### config.mk
export PLATFORM = sky130hd
export DESIGN_NAME = bit_serializer
export DESIGN_NICKNAME = d
export VERILOG_FILES = /design/src/rtl/bit_serializer_pkg.sv /design/src/rtl/bit_serializer_bit_counter.sv /design/src/rtl/bit_serializer.sv
export SDC_FILE = /design/constraint.sdc
export NUM_CORES = 1
export LEC_CHECK = 0
export CORE_MARGIN = 5
export CORE_UTILIZATION = 36
export DETAILED_ROUTE_END_ITERATION = 16
export PLACE_DENSITY_LB_ADDON = 0.2
export SLEW_MARGIN = 40
export SYNTH_ARGS = -nofsm -noshare
export SYNTH_HDL_FRONTEND = slang
export SYNTH_HIERARCHICAL = 1
export SYNTH_SLANG_ARGS = --single-unit
export TNS_END_PERCENT = 5
### constraint.sdc
create_clock -name clock -period 1.5 [get_ports clock]
set_input_delay 0.45 -clock clock [delete_from_list [all_inputs] [get_ports clock]]
set_output_delay 0.45 -clock clock [all_outputs]
set_load 0.05 [all_outputs]
### src/rtl/bit_serializer_pkg.sv
// Shared types and constants for the bit serializer slice.
package bit_serializer_pkg;

  typedef enum logic [1:0] {
    IDLE   = 2'd0,
    SHIFT  = 2'd1,
    PARITY = 2'd2
  } ser_state_e;

  localparam int SER_WIDTH_DEF = 8;

endpackage

### src/rtl/bit_serializer_bit_counter.sv
// Bit position counter for the serializer: clog2(WIDTH) bits, synchronous
// clear, increment enable, and a terminal flag at WIDTH-1.
module bit_counter #(
  parameter int WIDTH = 8
) (
  input  logic clock,
  input  logic reset,
  input  logic clear_i,
  input  logic inc_i,
  output logic terminal_o
);

  localparam int CW = $clog2(WIDTH);

  logic [CW-1:0] count_q, count_d;

  always_comb begin
    count_d = count_q;
    if (clear_i)    count_d = '0;
    else if (inc_i) count_d = count_q + CW'(1);
  end

  // NOTE: sequential state is updated with non-blocking assignments only, so
  // every flop samples the pre-edge values regardless of block ordering.
  always_ff @(posedge clock or posedge reset) begin
    if (reset) count_q <= '0;
    else       count_q <= count_d;
  end

  assign terminal_o = (count_q == CW'(WIDTH - 1));

endmodule

### src/rtl/bit_serializer.sv
// Parallel-to-serial front end, MSB first, idle line held at 0.
// Optional even-parity trailer bit when SERIALIZER_PARITY_EN is defined.
module bit_serializer
  import bit_serializer_pkg::*;
#(
  parameter int WIDTH = SER_WIDTH_DEF
) (
  input  logic             clock,
  input  logic             reset,
  input  logic [WIDTH-1:0] data_in,
  input  logic             data_valid,
  output logic             data_ready,
  output logic             out_bit,
  output logic             out_valid,
  output logic             busy
);

  localparam logic [1:0] S_IDLE   = IDLE;
  localparam logic [1:0] S_SHIFT  = SHIFT;
`ifdef SERIALIZER_PARITY_EN
  localparam logic [1:0] S_PARITY = PARITY;
`endif

  logic [1:0]       state_q, state_d;
  logic [WIDTH-1:0] shift_q, shift_d;
  logic             out_bit_q, out_bit_d;
  logic             out_valid_q, out_valid_d;
  logic             cnt_clear, cnt_inc, terminal;
  logic             accept;
`ifdef SERIALIZER_PARITY_EN
  logic             parity_q, parity_d;
`endif

  bit_counter #(.WIDTH(WIDTH)) u_bit_counter (
    .clock      (clock),
    .reset      (reset),
    .clear_i    (cnt_clear),
    .inc_i      (cnt_inc),
    .terminal_o (terminal)
  );

  // Ready depends only on state and count so upstream never sees a loop.
`ifdef SERIALIZER_PARITY_EN
  assign data_ready = (state_q == S_IDLE) || (state_q == S_PARITY);
`else
  assign data_ready = (state_q == S_IDLE) || ((state_q == S_SHIFT) && terminal);
`endif
  assign accept = data_valid && data_ready;

  // NOTE: every variable written here gets a default first, so no path can
  // leave it unassigned and infer a latch.
  always_comb begin
    state_d   = state_q;
    shift_d   = shift_q;
    cnt_clear = 1'b0;
    cnt_inc   = 1'b0;
`ifdef SERIALIZER_PARITY_EN
    parity_d  = parity_q;
`endif

    case (state_q)
      S_IDLE: ;
      S_SHIFT: begin
        if (!terminal) begin
          shift_d = {shift_q[WIDTH-2:0], 1'b0};
          cnt_inc = 1'b1;
        end else begin
`ifdef SERIALIZER_PARITY_EN
          state_d = S_PARITY;
`else
          state_d = S_IDLE;
`endif
          shift_d   = '0;
          cnt_clear = 1'b1;
        end
      end
`ifdef SERIALIZER_PARITY_EN
      S_PARITY: begin
        state_d   = S_IDLE;
        cnt_clear = 1'b1;
      end
`endif
      default: begin
        state_d   = S_IDLE;
        shift_d   = '0;
        cnt_clear = 1'b1;
      end
    endcase

    // A load at the last-bit cycle overrides the return to IDLE: gapless frames.
    if (accept) begin
      state_d   = S_SHIFT;
      shift_d   = data_in;
      cnt_clear = 1'b1;
      cnt_inc   = 1'b0;
`ifdef SERIALIZER_PARITY_EN
      parity_d  = ^data_in;
`endif
    end
  end

  always_comb begin
    out_valid_d = (state_d != S_IDLE);
    out_bit_d   = 1'b0;
    if (state_d == S_SHIFT) out_bit_d = shift_d[WIDTH-1];
`ifdef SERIALIZER_PARITY_EN
    if (state_d == S_PARITY) out_bit_d = parity_d;
`endif
  end

  // NOTE: the shift register is reset along with control so no stale word
  // bits can reach the detector after a mid-frame reset.
  always_ff @(posedge clock or posedge reset) begin
    if (reset) begin
      state_q     <= S_IDLE;
      shift_q     <= '0;
      out_bit_q   <= 1'b0;
      out_valid_q <= 1'b0;
    end else begin
      state_q     <= state_d;
      shift_q     <= shift_d;
      out_bit_q   <= out_bit_d;
      out_valid_q <= out_valid_d;
    end
  end

`ifdef SERIALIZER_PARITY_EN
  always_ff @(posedge clock or posedge reset) begin
    if (reset) parity_q <= 1'b0;
    else       parity_q <= parity_d;
  end
`endif

  assign out_bit   = out_bit_q;
  assign out_valid = out_valid_q;
  assign busy      = (state_q != S_IDLE);

endmodule
==> impl_metrics.xml <==
<?xml version="1.0" encoding="UTF-8"?>
<metrics>
  <group name="cts">
    <metric name="clk_latency" unit="ns">0.28</metric>
    <metric name="cts.htree.levels" unit="">1</metric>
    <metric name="holdBufCountCts" unit="">0</metric>
    <metric name="clock_path_buffers" unit="">2</metric>
    <metric name="tritoncts" unit="">done</metric>
    <metric name="cts-buffers-inserted" unit="">3</metric>
    <metric name="clk_pin_slew" unit="ns">0.09</metric>
    <metric name="clock_tree.root_cell" unit="">sky130_fd_sc_hd__clkbuf_4</metric>
    <metric name="cts_sinks" unit="">14</metric>
  </group>
  <group name="place">
    <metric name="placed_area" unit="um^2">850</metric>
    <metric name="place_hpwl" unit="um">890</metric>
    <metric name="gp_congestion" unit="">0.709</metric>
    <metric name="place.port_buffers" unit="">14</metric>
    <metric name="place_worst_setup_slack" unit="ns">-0.175</metric>
  </group>
  <group name="critical_path">
    <metric name="worstSetupPathDepth" unit="">5</metric>
    <metric name="setup.worst_path.start_class" unit="">register</metric>
    <metric name="slowest_stage" unit="">sky130_fd_sc_hd__dfrtp_1</metric>
    <metric name="crit_chain" unit="">ha_2 -&gt; ha_4 -&gt; nor2b_4 -&gt; nor2_4 -&gt; buf_6</metric>
    <metric name="cpPeakStageDelay" unit="ns">0.39</metric>
    <metric name="cp.arrival" unit="ns">1.34</metric>
    <metric name="worstPathMaxFanout" unit="">2</metric>
    <metric name="r2r_cells" unit="">8</metric>
    <metric name="cpLargestDelayFamily" unit="">flip-flops</metric>
    <metric name="timing.critical_path.to_type" unit="">primary output</metric>
    <metric name="cp_num_buf_inv" unit="">1</metric>
    <metric name="timing.critical_path.required" unit="ns">1.05</metric>
    <metric name="worstSetupPathType" unit="">reg -&gt; out</metric>
  </group>
  <group name="detailed_routing">
    <metric name="routedWlPerCell" unit="um">13.2</metric>
    <metric name="detail-route-antenna-nets" unit="">0</metric>
    <metric name="dr.max_layer_used" unit="">met4</metric>
    <metric name="detailedRoute.firstIterationViolations" unit="">5</metric>
    <metric name="post_drt_via_cell_ratio" unit="">5.03</metric>
    <metric name="wl_met3" unit="um">88</metric>
    <metric name="drt-total-wl" unit="um">1240</metric>
    <metric name="drt_first_pass_iters" unit="">4</metric>
    <metric name="routed_length_on_met1" unit="um">587</metric>
    <metric name="detailroute.via_count" unit="">473</metric>
    <metric name="met2_length" unit="um">542</metric>
    <metric name="detail_route.drc_violations" unit="">0</metric>
  </group>
  <group name="cells_and_area">
    <metric name="postLayoutCellArea" unit="um^2">932</metric>
    <metric name="n_antenna_cell" unit="">0</metric>
    <metric name="drive_gt1_share" unit="%">32.5</metric>
    <metric name="flow.area_growth_from_synthesis" unit="%">47.5</metric>
    <metric name="final_core_util" unit="%">55.2</metric>
    <metric name="finish.net_count" unit="">91</metric>
  </group>
  <group name="pwr">
    <metric name="ir_drop" unit="uV">508</metric>
    <metric name="p_per_area" unit="nW/um^2">955</metric>
    <metric name="power_share_of_the_combinational_group" unit="%">22.5</metric>
    <metric name="internal_power" unit="uW">656</metric>
    <metric name="seqPwrFrac" unit="%">46.9</metric>
    <metric name="power_leakage" unit="uW">0.000438</metric>
    <metric name="power.net_switching" unit="uW">235</metric>
    <metric name="sw_frac_of_total" unit="%">26.4</metric>
    <metric name="clkPwrFrac" unit="%">30.6</metric>
  </group>
  <group name="sta">
    <metric name="final_min_period_over_clock_period" unit="%">120</metric>
    <metric name="setup_violations" unit="">14</metric>
    <metric name="rsz0062_at_grt" unit="">yes</metric>
    <metric name="max_frequency" unit="MHz">557</metric>
    <metric name="hold_violations" unit="">0</metric>
    <metric name="final_critical_path_setup_slack" unit="ns">-0.295</metric>
    <metric name="post-route-min-period" unit="ns">1.79</metric>
    <metric name="worst_clock_skew" unit="ns">0.00241</metric>
    <metric name="final_slew_violations" unit="">0</metric>
  </group>
  <group name="synth">
    <metric name="synth_compound_area_share" unit="%">11.7</metric>
    <metric name="synthesis.area" unit="um^2">632</metric>
    <metric name="synthFlopType" unit="">sky130_fd_sc_hd__dfrtp_1</metric>
    <metric name="synth.area.mux_share" unit="%">3.17</metric>
    <metric name="yosys_register_bits" unit="">14</metric>
    <metric name="synth_cell_types" unit="">19</metric>
    <metric name="synthesized_area_fraction_occupied_by_xor_and_xnor_cells" unit="%">1.39</metric>
    <metric name="post_synth_edffs" unit="">0</metric>
    <metric name="synthesis.nets" unit="">65</metric>
    <metric name="most_repeated_cell_in_the_gate_level_netlist_after_synthesis" unit="">sky130_fd_sc_hd__dfrtp_1</metric>
    <metric name="synth_top_cells_by_area" unit="">sky130_fd_sc_hd__dfrtp_1 (55%), sky130_fd_sc_hd__a221o_1 (9.5%), sky130_fd_sc_hd__and2_1 (5.9%)</metric>
    <metric name="ys_async_sr_fraction" unit="%">100</metric>
    <metric name="synthAdderAreaFrac" unit="%">3.96</metric>
    <metric name="synth_warnings" unit="">6</metric>
    <metric name="combinational_family_with_the_most_area_after_synthesis" unit="">simple AND/OR/NAND/NOR gates</metric>
    <metric name="yosys.area.top_type" unit="">sky130_fd_sc_hd__dfrtp_1</metric>
    <metric name="postSynthCellCount" unit="">52</metric>
    <metric name="seq_area_frac_synth" unit="%">55.4</metric>
    <metric name="synth.top_cell.area_share" unit="%">55.4</metric>
    <metric name="yosys-top-cells-count" unit="">sky130_fd_sc_hd__dfrtp_1 (14), sky130_fd_sc_hd__a221o_1 (6), sky130_fd_sc_hd__and2_1 (6), sky130_fd_sc_hd__nor2_1 (6), sky130_fd_sc_hd__or2_2 (3)</metric>
    <metric name="syn-mean-instance-area" unit="um^2">12.2</metric>
    <metric name="synth_simple_gate_area_share" unit="%">20.8</metric>
  </group>
  <group name="die">
    <metric name="io_pins" unit="">15</metric>
    <metric name="floorplan.rows" unit="">15</metric>
    <metric name="die_h" unit="um">51.9</metric>
    <metric name="floorplan.initialDensity" unit="%">37.4</metric>
    <metric name="placeableCoreArea" unit="um^2">1690</metric>
    <metric name="floorplan.die_area" unit="um^2">2690</metric>
    <metric name="fp.dieW" unit="um">51.9</metric>
  </group>
  <group name="grt">
    <metric name="first_pass_grt_wire_length" unit="um">2210</metric>
    <metric name="grt_max_degree" unit="">12</metric>
    <metric name="globalRouteOverflowTotal" unit="">0</metric>
    <metric name="gr-usage-all-layers" unit="%">11.2</metric>
    <metric name="antenna_found_initial" unit="">0</metric>
    <metric name="first_global_vias" unit="">490</metric>
  </group>
  <group name="hold_path">
    <metric name="hp-class" unit="">in -&gt; async</metric>
  </group>
  <group name="flow_run">
    <metric name="maximum_capacitance_violations" unit="">0</metric>
  </group>
  <group name="run_status">
    <metric name="status" unit="">finished, violations left</metric>
    <metric name="violated_checks" unit="">negative setup slack</metric>
  </group>
</metrics>
[path summary, 6_finish.rpt]
check | startpoint | to | slack [ns]
max | u_bit_counter/count_q[0] | data_ready | -0.29
max in group asynchronous | reset | shift_q[0] | 0.69
min in group clock | shift_q[4] | shift_q[5] | 0.51
min reg2reg | shift_q[4] | shift_q[5] | 0.51
max reg2reg | u_bit_counter/count_q[0] | shift_q[3] | -0.19
min | reset | u_bit_counter/count_q[2] | 0.36
[what timing repair did]
item	CTS	global route
gates resized for setup	7	0
endpoints found under the hold margin	0	0
pin swaps	3	3
setup buffers	2	0
gates cloned	0	0
setup endpoints to repair	14	14
[final cells by class]
cell class / count / area, um^2
tap: 17 / 21.3
multi-input combinational: 35 / 290
timing repair buffer: 22 / 226
fill: 161 / 757
clock buffer: 4 / 36.3
sequential: 14 / 350
inverter: 2 / 7.51
[metrics by stage]
step                      hold WS (ns)  TNS (ns)  total power (uW)  cells
after global placement           0.485     -1.80               608     88
after CTS                        0.356     -2.18               900     94
after global routing             0.372     -2.93               939     94
final                            0.362     -2.07               890     94
after detailed placement         0.489     -1.81               610     88
after floorplan                  0.204    -0.116               524     52
[logic make-up (layout without fill, tap and decap cells)]
| logic type | after synthesis | count (layout) |
|---|---|---|
| XOR/XNOR | 1 | 1 |
| buffers and inverters | 3 | 28 |
| AND/OR/NAND/NOR | 21 | 21 |
| adder cells (fa/ha/maj) | 2 | 2 |
| flip-flops | 14 | 14 |
| other | 1 | 1 |
| AO/OA/AOI/OAI | 8 | 8 |
| multiplexers | 2 | 2 |
[flip-flops by register name (all words and copies together), names as in the netlist]
name,flops
out_bit,1
out_valid,1
shift_q,7
state_q,2
u_bit_counter/count_q,3
[power by group through the flow]
stage / clock network [uW] / logic, uW / registers, uW
6_report: 273 / 200 / 417
5_1_grt: 303 / 215 / 421
4_1_cts: 280 / 202 / 417
3_5_place_dp: 0 / 185 / 424
3_3_place_gp: 0 / 184 / 424
2_1_floorplan: 0 / 86.7 / 437
[layout by cell type (no fill, tap or decap)]
cell	count
sky130_fd_sc_hd__a21oi_1	1
sky130_fd_sc_hd__or2_2	3
sky130_fd_sc_hd__nor2b_4	1
sky130_fd_sc_hd__and2_1	6
sky130_fd_sc_hd__ha_4	1
sky130_fd_sc_hd__nor3_2	1
sky130_fd_sc_hd__inv_1	2
sky130_fd_sc_hd__a22o_1	1
sky130_fd_sc_hd__buf_12	2
sky130_fd_sc_hd__clkbuf_8	1
sky130_fd_sc_hd__ha_2	1
sky130_fd_sc_hd__dfrtp_1	14
sky130_fd_sc_hd__nand2b_1	1
sky130_fd_sc_hd__mux2i_1	2
sky130_fd_sc_hd__clkbuf_4	3
sky130_fd_sc_hd__a221o_1	6
sky130_fd_sc_hd__nor2_4	1
sky130_fd_sc_hd__nor3b_4	1
sky130_fd_sc_hd__buf_4	7
sky130_fd_sc_hd__xnor2_1	1
sky130_fd_sc_hd__buf_6	3
sky130_fd_sc_hd__nor2_1	5
sky130_fd_sc_hd__conb_1	1
sky130_fd_sc_hd__nand3_1	1
sky130_fd_sc_hd__nand2_1	1
sky130_fd_sc_hd__clkdlybuf4s50_1	10
[metal layers]
metal / vias to the layer above / global-route usage [%]
met5: - / 0
met3: 4 / 4.30
met4: 0 / 3.93
met1: 224 / 13.7
li1: 232 / -
met2: 13 / 17.8
Power figures use the tool's default switching activity.
